--- config.mk ---
export PLATFORM = sky130hd
export DESIGN_NAME = uart_rx_controller
export DESIGN_NICKNAME = d
export VERILOG_FILES = /design/src/rtl/uart_pkg.sv /design/src/rtl/uart_rx_bit_timer.sv /design/src/rtl/uart_rx_controller.sv
export SDC_FILE = /design/constraint.sdc
export NUM_CORES = 1
export LEC_CHECK = 0
export ABC_AREA = 1
export CAP_MARGIN = 20
export CORE_ASPECT_RATIO = 0.6
export CORE_MARGIN = 8
export CORE_UTILIZATION = 40
export DETAILED_ROUTE_END_ITERATION = 12
export GPL_ROUTABILITY_DRIVEN = 0
export PLACE_DENSITY = 0.72
export SKIP_LAST_GASP = 1
export SLEW_MARGIN = 20
export SYNTH_ARGS = -nofsm -noshare
export SYNTH_HDL_FRONTEND = slang
export SYNTH_SLANG_ARGS = --single-unit
--- constraint.sdc ---
create_clock -name Clk -period 3.49 [get_ports Clk]
set_input_delay 1.047 -clock Clk [delete_from_list [all_inputs] [get_ports Clk]]
set_output_delay 1.047 -clock Clk [all_outputs]
set_load 0.005 [all_outputs]
--- src/rtl/uart_pkg.sv ---
// Shared UART definitions: controller state encoding and default frame constants.
package uart_pkg;

    typedef enum logic [2:0] {
        IDLE   = 3'd0,
        START  = 3'd1,
        DATA   = 3'd2,
        PARITY = 3'd3,
        CHECK  = 3'd4,
        STOP   = 3'd5
    } uart_state_t;

    localparam int UART_OVERSAMPLE = 16;
    localparam int UART_DATA_BITS  = 8;

endpackage

--- src/rtl/uart_rx_bit_timer.sv ---
// Baud-tick and bit counters for the receive FSM; emits mid-bit, bit-end and last-bit strobes.
module uart_rx_bit_timer #(
    parameter int OVERSAMPLE = 16,
    parameter int DATA_BITS  = 8
) (
    input  logic Clk,
    input  logic reset_n,
    input  logic clear,
    input  logic enable,
    input  logic baud_tick,
    input  logic bit_count_en,
    output logic mid_bit,
    output logic bit_end,
    output logic last_bit
);

    localparam int TW = $clog2(OVERSAMPLE);
    localparam int BW = $clog2(DATA_BITS + 1);

    logic [TW-1:0] tick_cnt;
    logic [BW-1:0] bit_cnt;
    logic          tick_en;

    // Ticks only count while the FSM is out of IDLE.
    assign tick_en  = enable & baud_tick;
    assign mid_bit  = tick_en && (tick_cnt == TW'(OVERSAMPLE / 2 - 1));
    assign bit_end  = tick_en && (tick_cnt == TW'(OVERSAMPLE - 1));
    assign last_bit = bit_end && (bit_cnt == BW'(DATA_BITS - 1));

    // Tick counter; OVERSAMPLE is a power of two so the natural wrap marks each bit period.
    always_ff @(posedge Clk or negedge reset_n) begin
        if (!reset_n)
            tick_cnt <= '0;
        else if (clear)
            tick_cnt <= '0;
        else if (tick_en)
            tick_cnt <= tick_cnt + 1'b1;
    end

    // Data-bit counter, advanced on each sample point while receiving data.
    always_ff @(posedge Clk or negedge reset_n) begin
        if (!reset_n)
            bit_cnt <= '0;
        else if (clear)
            bit_cnt <= '0;
        else if (bit_end && bit_count_en)
            bit_cnt <= bit_cnt + 1'b1;
    end

endmodule

--- src/rtl/uart_rx_controller.sv ---
// UART receive sequencer: start detect, bit timing, SIPO/parity-checker control, frame status.
module uart_rx_controller
    import uart_pkg::*;
#(
    parameter int OVERSAMPLE    = UART_OVERSAMPLE,
    parameter int DATA_BITS     = UART_DATA_BITS,
    parameter int PARITY_EN     = 1,
    parameter int CHECK_LATENCY = 2
) (
    input  logic Clk,
    input  logic reset_n,
    input  logic rx_in,
    input  logic baud_tick_in,
    input  logic rx_enable_in,
    input  logic parity_check_in,
    output logic sipo_shift_enable_out,
    output logic sipo_bit_out,
    output logic parity_bit_out,
    output logic paritybit_check_enable_out,
    output logic frame_valid_out,
    output logic parity_error_out,
    output logic framing_error_out,
    output logic busy_out
);

    localparam int CW = $clog2(CHECK_LATENCY + 1) + 1;

    uart_state_t   state, state_d;
    logic          rx_meta, rx_s, rx_prev;
    logic          start_edge;
    logic [CW-1:0] chk_cnt;
    logic          check_done;
    logic          parity_ok;
    logic          mid_bit, bit_end, last_bit;
    logic          tmr_clear;

    logic shift_d, sbit_d, pbit_d, cen_d, fv_d, perr_d, ferr_d, busy_d;

    // Two-flop synchronizer plus one history flop for falling-edge detection.
    always_ff @(posedge Clk or negedge reset_n) begin
        if (!reset_n) begin
            rx_meta <= 1'b1;
            rx_s    <= 1'b1;
            rx_prev <= 1'b1;
        end else begin
            rx_meta <= rx_in;
            rx_s    <= rx_meta;
            rx_prev <= rx_s;
        end
    end

    // Only a genuine 1->0 transition arms a frame; a line stuck low does not.
    assign start_edge = rx_prev & ~rx_s;
    assign check_done = (state == CHECK) && (chk_cnt == CW'(CHECK_LATENCY));

    // Counter restarts on frame start and again at the confirmed mid start bit.
    assign tmr_clear = ((state == IDLE)  && (state_d == START)) ||
                       ((state == START) && (state_d == DATA));

    uart_rx_bit_timer #(
        .OVERSAMPLE (OVERSAMPLE),
        .DATA_BITS  (DATA_BITS)
    ) u_timer (
        .Clk          (Clk),
        .reset_n      (reset_n),
        .clear        (tmr_clear),
        .enable       (state != IDLE),
        .baud_tick    (baud_tick_in),
        .bit_count_en (state == DATA),
        .mid_bit      (mid_bit),
        .bit_end      (bit_end),
        .last_bit     (last_bit)
    );

    // State register.
    always_ff @(posedge Clk or negedge reset_n) begin
        if (!reset_n)
            state <= IDLE;
        else
            state <= state_d;
    end

    // Next-state logic; a dropped enable overrides everything and parks in IDLE.
    always_comb begin
        state_d = state;
        case (state)
            IDLE:    if (start_edge) state_d = START;
            START:   if (mid_bit)    state_d = rx_s ? IDLE : DATA;
            DATA:    if (last_bit)   state_d = (PARITY_EN != 0) ? PARITY : STOP;
            PARITY:  if (bit_end)    state_d = CHECK;
            CHECK:   if (check_done) state_d = STOP;
            STOP:    if (bit_end)    state_d = IDLE;
            default:                 state_d = IDLE;
        endcase
        if (!rx_enable_in)
            state_d = IDLE;
    end

    // Cycle index within CHECK; baud ticks keep counting in the timer meanwhile.
    always_ff @(posedge Clk or negedge reset_n) begin
        if (!reset_n)
            chk_cnt <= '0;
        else if (state != CHECK)
            chk_cnt <= '0;
        else
            chk_cnt <= chk_cnt + 1'b1;
    end

    // Parity checker result captured at the end of the check window.
    always_ff @(posedge Clk or negedge reset_n) begin
        if (!reset_n)
            parity_ok <= 1'b0;
        else if ((state == IDLE) && (state_d == START))
            parity_ok <= 1'b0;
        else if (check_done && rx_enable_in)
            parity_ok <= parity_check_in;
    end

    // Output decode: next values for the registered outputs.
    always_comb begin
        shift_d = rx_enable_in && (state == DATA) && bit_end;
        sbit_d  = shift_d ? rx_s : sipo_bit_out;

        pbit_d = parity_bit_out;
        if ((state == IDLE) && (state_d == START))
            pbit_d = 1'b0;
        if (rx_enable_in && (state == PARITY) && bit_end)
            pbit_d = rx_s;

        // Enable covers CHECK cycles 0 .. CHECK_LATENCY-1.
        cen_d = 1'b0;
        if (state_d == CHECK) begin
            if (state != CHECK)
                cen_d = (CHECK_LATENCY > 0);
            else
                cen_d = (int'(chk_cnt) + 1 < CHECK_LATENCY);
        end

        fv_d   = rx_enable_in && (state == STOP) && bit_end;
        ferr_d = fv_d && !rx_s;
        perr_d = fv_d && (PARITY_EN != 0) && !parity_ok;
        busy_d = (state_d != IDLE);
    end

    // Output registers.
    always_ff @(posedge Clk or negedge reset_n) begin
        if (!reset_n) begin
            sipo_shift_enable_out      <= 1'b0;
            sipo_bit_out               <= 1'b0;
            parity_bit_out             <= 1'b0;
            paritybit_check_enable_out <= 1'b0;
            frame_valid_out            <= 1'b0;
            parity_error_out           <= 1'b0;
            framing_error_out          <= 1'b0;
            busy_out                   <= 1'b0;
        end else begin
            sipo_shift_enable_out      <= shift_d;
            sipo_bit_out               <= sbit_d;
            parity_bit_out             <= pbit_d;
            paritybit_check_enable_out <= cen_d;
            frame_valid_out            <= fv_d;
            parity_error_out           <= perr_d;
            framing_error_out          <= ferr_d;
            busy_out                   <= busy_d;
        end
    end

endmodule

After elaboration in Yosys (flattened, before gate mapping) --
Cells that the tools add are included.
Operators by class: reductions and logical operators 26, mux-type cells 20, equal/unequal tests 13, $lt $le $gt $ge 1, $add $sub $neg 4, bitwise logic cells 3
Operators with widths (count):
- $mux W3 | 8
- $pmux W3 S6 | 1
- $logic_and A1 B1 Y1 | 16
- $mux W4 | 4
- $eq A3 B2 Y1 const B | 4
- $eq A3 B3 Y1 const B | 3
- $add A4 B1 Y4 const B | 2
- $eq A4 B3 Y1 const B | 2
- $reduce_bool A2 Y1 | 4
- $eq A3 B1 Y1 const B | 2
- $mux W1 | 6
- $reduce_bool A3 Y1 | 2
- $add A3 B1 Y4 const B | 1
- $eq A4 B4 Y1 const B | 1
- $lt A4 B2 Y1 const B | 1
- $add A3 B1 Y3 const B | 1
- $logic_not A3 Y1 | 1
- $ne A3 B3 Y1 const B | 1
- $and A1 B1 Y1 | 2
- $logic_not A1 Y1 | 2
- $mux W2 | 1
- $logic_or A1 B1 Y1 | 1
- $not A1 Y1 | 1
Word-level totals: output and inout bits 8, word-level logic and storage cells 83, flip-flop bits (word level) 26

Logic depth before layout (Yosys ltp) --
Gate-level depths: netlist of run 1.
depth after elaboration 11, gate-level depth with buffers 11, depth with buffers taken out 11

Cells and area by module --
A second synthesis of run 1 with hierarchy kept.
Second synthesis, totals: cell total of the unflattened synthesis 151, area, all modules 1272.5 um2
Modules (own cells, without submodules):
- uart_rx_controller | area each 807.0 um2, instances 1, seq. area each 454.2 um2, cells each 92
- uart_rx_bit_timer | area each 465.4 um2, instances 1, seq. area each 200.2 um2, cells each 59

Worst setup path after synthesis of run 1 --
No wires, ideal clock.
path kind input to register, from in baud_tick_in, to reg u_timer.tick_cnt[2], path buffers 0, stages 8, arrival 1.600 ns, library setup time 0.121 ns, slack 1.770 ns, cells stage by stage nand2_4 -> inv_4 -> nand2_2 -> nand2_2 -> nand3_4 -> nand3_4 -> nand2_4 -> nor2_2
On the way: word-level cells in the longest chain between the ends 10
Ends and longest elaborated chain:
- from (decl) | line uart_rx_controller.sv:13 | input logic baud_tick_in,
- $and A1 B1 Y1 * | line uart_rx_bit_timer.sv:25 | assign tick_en = enable & baud_tick;
- $logic_and A1 B1 Y1 | line uart_rx_bit_timer.sv:27 | assign bit_end = tick_en && (tick_cnt == TW'(OVERSAMPLE - 1));
- $logic_and A1 B1 Y1 | line uart_rx_bit_timer.sv:28 | assign last_bit = bit_end && (bit_cnt == BW'(DATA_BITS - 1));
- $mux W3 | line uart_rx_controller.sv:89 | DATA: if (last_bit) state_d = (PARITY_EN != 0) ? PARITY : STOP;
- $pmux W3 S6 | line uart_rx_controller.sv:86 | case (state)
- $mux W3 | line uart_rx_controller.sv:95 | if (!rx_enable_in)
- $eq A3 B1 Y1 / $eq A3 B2 Y1 (equally long branches) | line uart_rx_controller.sv:57, uart_rx_controller.sv:58
- $logic_and A1 B1 Y1, on equally long branches | line uart_rx_controller.sv:57, uart_rx_controller.sv:58
- $logic_or A1 B1 Y1 | line uart_rx_controller.sv:57 | assign tmr_clear = ((state == IDLE) && (state_d == START)) ||
- $mux W4 / $reduce_bool A2 Y1 (equally long branches)
- to (signal assigned) | line uart_rx_bit_timer.sv:37 | tick_cnt <= tick_cnt + 1'b1;
- to (decl) | line uart_rx_bit_timer.sv:20 | logic [TW-1:0] tick_cnt;
Every way passes the cells marked *; elsewhere a longest branch is shown, timed or not. A chain may end at the register's enable or synchronous reset.

Final worst setup path of run 1 --
from reg parity_bit_out, to out parity_bit_out
RTL lines:
- from (decl) | line uart_rx_controller.sv:18 | output logic parity_bit_out,
- from (signal assigned) | line uart_rx_controller.sv:159 | parity_bit_out <= pbit_d;
No word-level cell between the ends.

==> results by stage, run 1 <==
Synthesis:
- The number of enable-type register cells in the synthesized netlist is 0.
- Among all cell types in the netlist, the one instantiated most often is nand2_1.
- Of the synthesized area, sequential elements account for 0.478.
- The top cell type by total area after synthesis is dfrtp_1.
- The number of nets produced by synthesis is 155.
- By area the synthesized netlist is led by dfrtp_1, nand2_1, inv_1.
- The Yosys step of the flow raised 0 warnings.
- The commonest cells after synthesis are nand2_1, dfrtp_1, inv_1.
- The share of synthesized area in the top cell type comes to 0.420.
- In the synthesized netlist the dominant register cell turns out to be dfrtp_1.
- After synthesis the cells add up to 1370 um2.
- The synthesized design contains 26 register bits.
- Of all flip-flops after synthesis, the portion carrying an async set or reset was 1.00.
- The post-synthesis area per instance is approximately 9.4 um2.
- The number of distinct library cells after synthesis is 27.
- The count of mapped cells out of synthesis is ~150.

Timing:
- The relative max-transition margin is 0.768.
- Setup violations remaining at the end of the flow were counted as 0.
- The worst path needs between 2 and 2.5 ns of the cycle, external delays included.
- Clock skew on the completed layout was measured at 0.00311 ns.
- The total count of max-transition violations in the final report was 0.
- The final setup TNS is 0 ns.
- The fraction of the cycle the final worst path needs is 0.624.
- The top achievable clock speed is roughly 460 MHz.
- For the pin with the worst max-slew slack, the measured transition is 0.346 ns.
- Setup repair after global routing left no endpoint under its margin.
- The count of final hold-check violations is 0.

Global routing:
- The number of antenna violations at the first check in global routing is 0.
- In the global route stage, overall resource usage came out at 0.101.
- The leftover overflow at the end of global routing is 0.
- The first global-routing pass estimated 4.44 mm of wire.
- The via count of the first global-routing pass is between 900 and 1,000.
- The maximum number of pins on one net before global-route repair is 27.

Drt:
- The vias per cell is 4.61.
- The per-cell routed wire length is between 10 and 15 um.
- The total vias in the final route is about 960.
- For this run, design rule violations remaining after detail routing come to 0.
- The number of detailed-route iterations in the first pass is 4.
- The count of nets left with antenna violations once routing finished came out at 0.
- The wire length reported by the detailed router is 2.46 mm.
- In this run, the number of DRC markers left after iteration 0 of detailed routing was 44.

Cells and area:
- In the final design database the tool counted 174 nets.
- Compared with the post-synthesis result, the final layout area differs by 19.4%.
- Of the cells placed in the final design, the portion with a size suffix greater than 1 is 0.276.
- 0 antenna diodes ended up in the layout.
- The total non-filler cell area in the finished layout is 1630 um2.
- The number of fillers in the final layout is 298.

Placement:
- In this run the cell area measured after placement is 1560 um2.
- The half-perimeter wire length of the detailed placement result is ~2 mm.
- The number of buffers added on ports is 13.

Floorplan:
- The die covers about 5600 um2.
- The total area inside the core boundary comes to 3260 um2.
- For this configuration, the core starts out at a cell density of 0.419.
- The number of placement rows is 16.
- 14 I/O pins were placed.
- The height of the chip is 61.3 um.
- The horizontal die dimension is 91.5 um.

Critical path:
- In this design, the largest share of critical-path delay is due to buffers and inverters.
- Walking the worst path, the cells encountered are clkdlybuf4s50_1.
- At the worst endpoint, the required time is 2.44 ns.
- The signal arrival time at the worst endpoint is 1.13 ns.
- The buffer and inverter count on the worst path is 1.
- The category of the most critical setup path is reg2out.
- The endpoint kind of the worst setup timing path is a primary output.
- STA classifies the critical path startpoint as a flop.
- For this run, the slowest stage of the critical path takes around 0.51 ns.
- In this run the worst path has a maximum fanout of 2.
- The slowest stage of the critical path belongs to the cell clkdlybuf4s50_1.

Pwr:
- The leakage component of the power is 0.760 nW.
- The worst IR drop on VDD is 0.173 mV.
- In this run the power density over the cells is slightly below 400 nW/um2.

Clock network:
- The quantity of gates resized following cts is 0.
- The hold buffer count at CTS is 0.
- The buffer type at the clock tree root is clkbuf_8.
- The clock latency on the worst-skew pair is 0.27 ns.
- CTS built an H-tree with a depth of 1.
- The post-CTS setup repair buffer count is 0.
- Clock tree synthesis found a total of 26 sinks.
- TritonCTS built the clock tree.
- The TritonCTS buffer count is 3.
- The number of buffers on the longest clock path is 2.
- After clock tree synthesis, the clock-pin slew on the worst setup and hold paths is 0.09 ns.

Min path:
- The worst hold path belongs to the class reg2reg.

Flow run:
- The count of maximum capacitance violations is 0.

Run status:
- The run finished with clean final reports.
kinds of logic after synthesis:
group | Yosys count | share of synthesized area
AO/OA/AOI/OAI | 5 | 0.0256
XOR/XNOR | 7 | 0.0448
adder cells (fa/ha/maj) | 4 | 0.0366
buffers and inverters | 27 | 0.0759
flip-flops | 26 | 0.478
multiplexers | 1 | 0.0110
AND/OR/NAND/NOR | 75 | 0.328
cell type report:
class                      count  area [um2]  share of cell area
clock buffer                   3        41.3              0.0253
clock inverter                 1        30.0              0.0184
inverter                      27         104              0.0636
multi-input combinational     92         611               0.374
sequential                    26         654               0.400
tap                           45        56.3              0.0345
timing repair buffer          14         138              0.0842
routing by layer:
| metal | vias to the layer above | global-route usage | share of wire |
|---|---|---|---|
| li1 | 476 | - | - |
| met1 | 459 | 0.123 | 0.49 |
| met2 | 21 | 0.167 | 0.45 |
| met3 | 2 | 0.0377 | 0.060 |
| met4 | 0 | 0.0277 | 0.0028 |
| met5 | - | 0 | 0 |
where the power goes:
part,total (mW),switching [mW],internal (mW)
logic,0.0641,0.0381,0.0260
clock network,0.243,0.0901,0.153
registers,0.327,0.0124,0.315
placed cells by master, fill, tap and decap left out, types with 3 or more instances in the layout:
cell type	n
nand2_1	24
clkbuf_8	3
nand3_4	3
nor2_1	10
inv_1	22
clkdlybuf4s50_1	13
dfstp_2	3
ha_1	4
dfrtp_1	23
xor2_1	5
nor2_4	3
nor2_2	10
nand3_1	6
nand2_2	7
inv_2	4
nand2_4	3
registers in the layout, summed over array words and instances, names as in the netlist, 3 cells and up:
| signal | flops |
|---|---|
| state | 3 |
| u_timer.tick_cnt | 4 |
| u_timer.bit_cnt | 4 |
| chk_cnt | 3 |
worst paths after layout:
check	cells past startpoint	from	endpoint	slack, ns
worst max-delay path	1	parity_bit_out$_DFFE_PN0P_	parity_bit_out	1.31
worst min-delay path	0	rx_meta$_DFF_PN1_	rx_s$_DFF_PN1_	0.36
worst max register to register	11	u_timer.tick_cnt[0]$_DFFE_PN0P_	u_timer.tick_cnt[3]$_DFFE_PN0P_	1.85
worst min register to register	0	rx_meta$_DFF_PN1_	rx_s$_DFF_PN1_	0.36
min in group asynchronous	2	reset_n	u_timer.bit_cnt[0]$_DFFE_PN0P_	1.13
max in group asynchronous	2	reset_n	rx_meta$_DFF_PN1_	2.07
through the flow:
stage | hold slack (ns) | power [mW] | std cells | util | setup slack [ns]
after floorplan | 0.345 | 0.370 | 145 | - | 1.77
after global placement | 0.348 | 0.395 | 204 | 0.479 | 1.06
after detailed placement | 0.350 | 0.397 | 204 | 0.479 | 1.04
after CTS | 0.364 | 0.646 | 208 | 0.501 | 1.28
after global routing | 0.368 | 0.667 | 208 | 0.501 | 1.20
final | 0.361 | 0.635 | 208 | 0.501 | 1.31
Power figures use the tool's default switching activity.
==> run 2: changes to the inputs <==
- clock period: 3.49 -> 2.1 ns (I/O delays scaled with it)
==> run 2 against run 1 <==
  * Combinational power up 67%
  * Worst setup slack worse by 1.0 ns
  * Die area unchanged
  * Clock skew down 0.0018 ns
  * First-iteration DRC count up 4.5%
  * Utilization up 0.23 points
  * Power up 68%
  * Sequential share of layout area down 0.18 points
  * Routed wire length up 6.1%
  * Non-clock buffer count up 1
  * Final area up 0.46%
  * Global-route usage up 0.25 points
==> results by stage, run 2 (synthesized netlist as in run 1, its figures left out) <==
Run status:
- The flow ran to the end, and the final reports show no timing, DRC or antenna violations.

Critical path:
- STA classifies the critical path startpoint as a flop.
- The buffer and inverter count on the worst path is 1.
- Data on the critical path is required at its endpoint by 1.47 ns.
- The signal on the critical path passes through clkdlybuf4s50_1.
- Among cell families on the critical path, the largest total delay comes from buffers and inverters.
- The endpoint kind of the worst setup timing path is a primary output.
- The signal arrival time at the worst endpoint is 1.16 ns.
- The maximum fanout encountered on the critical timing path is 2.
- The highest-delay cell along the critical path is clkdlybuf4s50_1.
- The delay contributed by the slowest stage of the critical path is ~0.52 ns.
- The category of the most critical setup path is reg2out.

Timing:
- The count of final hold-check violations was 0.
- The final setup TNS is 0 ns.
- The worst pin sits at a relative slew slack of 0.784.
- The clock arrives with 0.00133 ns of skew.
- The worst hold slack after final layout is 0.364 ns.
- Of the available clock period, the critical path in the final layout requires 0.855.
- The top achievable clock speed is 557 MHz.
- The total count of max-transition violations in the final report is 0.
- The time the worst path needs with I/O delays and setup is 1.79 ns.
- At the pin with the least slew margin, the transition time is about 0.32 ns.
- Setup repair after global routing left no endpoint under its margin.
- The count of endpoints failing setup in the final report is 0.

Clock network:
- In this run, post-CTS repair resized a total of 0 instances.
- CTS built an H-tree with a depth of 1.
- In this run the deepest clock path goes through 2 buffers.
- The tree built by TritonCTS fans out to 26 sinks.
- The buffer type at the clock tree root is clkbuf_8.
- The clock latency on the worst-skew pair is around 0.27 ns.
- After clock tree synthesis, the flow added hold-fix buffers numbering 0.
- The post-CTS setup repair buffer count is 0.
- The TritonCTS clock tree is done.
- The clock slew seen by the registers of the worst setup and hold paths is around 0.09 ns.
- The TritonCTS buffer count is 3.

Global routing:
- The leftover overflow at the end of global routing is 0.
- The all-layer global routing usage is 0.104.
- The global-route wire length before repair is 4.61 mm.
- The via count of the first global-routing pass is between 1,000 and 1,500.
- The number of antenna violations at the first check in global routing is 0.
- Entering global routing, the biggest net connects 27 pins.

Drt:
- The first routing iteration left 46 violations.
- For this run, design rule violations remaining after detail routing come to 0.
- Using the TritonRoute via totals, the vias-per-cell ratio works out to 4.64.
- Dividing the detail-routed wire length by the instance count gives between 10 and 15 um.
- The number of detailed-route iterations in the first pass is 4.
- The total vias in the final route is 970.
- The number of nets with antenna violations after routing is 0.
- The wire length reported by the detailed router is 2.61 mm.

Floorplan:
- The core region area is about 3300 um2.
- The horizontal die dimension is between 90 and 100 um.
- The number of placement rows is 16.
- The initial utilization of the core area, before any placement, comes to 0.419.
- The area of the die is 5610 um2.
- In this run the count of I/O pins placed on the die edge is 14.
- From bottom edge to top edge, the die measures 61.3 um.

Cells and area:
- Of the cells placed in the final design, the portion with a size suffix greater than 1 is 0.280.
- After the last flow step, the layout net total stands at 175.
- In the layout the commonest cells are nand2_1, dfrtp_1, inv_1, clkdlybuf4s50_1.
- The final standard cell count with taps included and fillers excluded is 209.
- The antenna diode instance count is 0.
- The growth of design area from synthesis to finish is 19.9%.
- The most common library cell in the layout ignoring fill and taps is nand2_1.
- In the final layout, the registers with the most flip-flops are u_timer.bit_cnt: 4 flops, u_timer.tick_cnt: 4 flops.

Flow run:
- The count of maximum capacitance violations is 0.

Pwr:
- The worst IR drop on VDD is roughly 0.45 mV.
- The analysis attributes to cell leakage a power of between 0.7 and 0.8 nW.
- Of the total power, registers draw 0.510.
- The relative contribution of the clock network to total power is 0.390.
- The share of total power in combinational logic is 0.100.
- The switching part of the total is 0.228.
- The cell-internal power is 0.823 mW.
- Total power for the finished layout comes to ~1.1 mW.
- The net switching power is 0.243 mW.
- Dividing total power by cell area gives a power density of 649 nW/um2.

Min path:
- The class of the worst hold path is reg2reg.

Placement:
- Input and output buffers added on the ports amount to 13.
- After legalization and detailed placement, the total HPWL measured 2.04 mm.
- Including well taps, the total number of placed cells is 205.
==> run 2: cell types whose count changed in the layout (fill, tap and decap cells not counted), sizes merged <==
cell,previous run,this run
buf,1,2
==> run 2: worst paths after layout <==
| kind | endpoint | slack [ns] | depth (start not counted) | start |
|---|---|---|---|---|
| max in group asynchronous | rx_prev$_DFF_PN1_ | 1.09 | 2 | reset_n |
| hold reg to reg | rx_s$_DFF_PN1_ | 0.36 | 0 | rx_meta$_DFF_PN1_ |
| hold / removal | rx_s$_DFF_PN1_ | 0.36 | 0 | rx_meta$_DFF_PN1_ |
| setup reg to reg | u_timer.bit_cnt[2]$_DFFE_PN0P_ | 0.47 | 9 | u_timer.tick_cnt[0]$_DFFE_PN0P_ |
| min in group asynchronous | u_timer.bit_cnt[0]$_DFFE_PN0P_ | 0.71 | 2 | reset_n |
| setup / recovery | parity_bit_out | 0.31 | 1 | parity_bit_out$_DFFE_PN0P_ |
==> run 2: through the flow <==
| step | area (um2) | utilization | setup slack, ns |
|---|---|---|---|
| after CTS | 1640 | 0.503 | 0.306 |
| after global placement | 1570 | 0.481 | 0.110 |
| final | 1640 | 0.503 | 0.305 |
| after detailed placement | 1570 | 0.481 | 0.0862 |
| after floorplan | 1370 | - | 0.674 |
| after global routing | 1640 | 0.503 | 0.255 |
==> run 2: power groups by stage <==
stage          combinational [mW]  clock, mW  sequential (mW)
6_report                    0.107      0.415            0.543
5_1_grt                     0.124      0.444            0.545
4_1_cts                     0.109      0.422            0.542
3_5_place_dp                0.108          0            0.552
3_3_place_gp                0.106          0            0.551
2_1_floorplan              0.0680          0            0.548
==> run 2: layout make-up <==
class | count | area, um2
repair buffers | 15 | 145
fillers | 293 | 1620
inverters | 27 | 104
clock buffers | 3 | 41.3
flip-flops and latches | 26 | 654
multi-input cells | 92 | 611
clock inverters | 1 | 30.0
well taps | 45 | 56.3
==> run 2: per-layer routing <==
layer	up-vias	GRT usage	wire length [um]
met5	-	0	0
met4	0	0.0115	0
met3	0	0.0462	231
met2	20	0.186	1270
met1	467	0.116	1110
li1	483	-	-
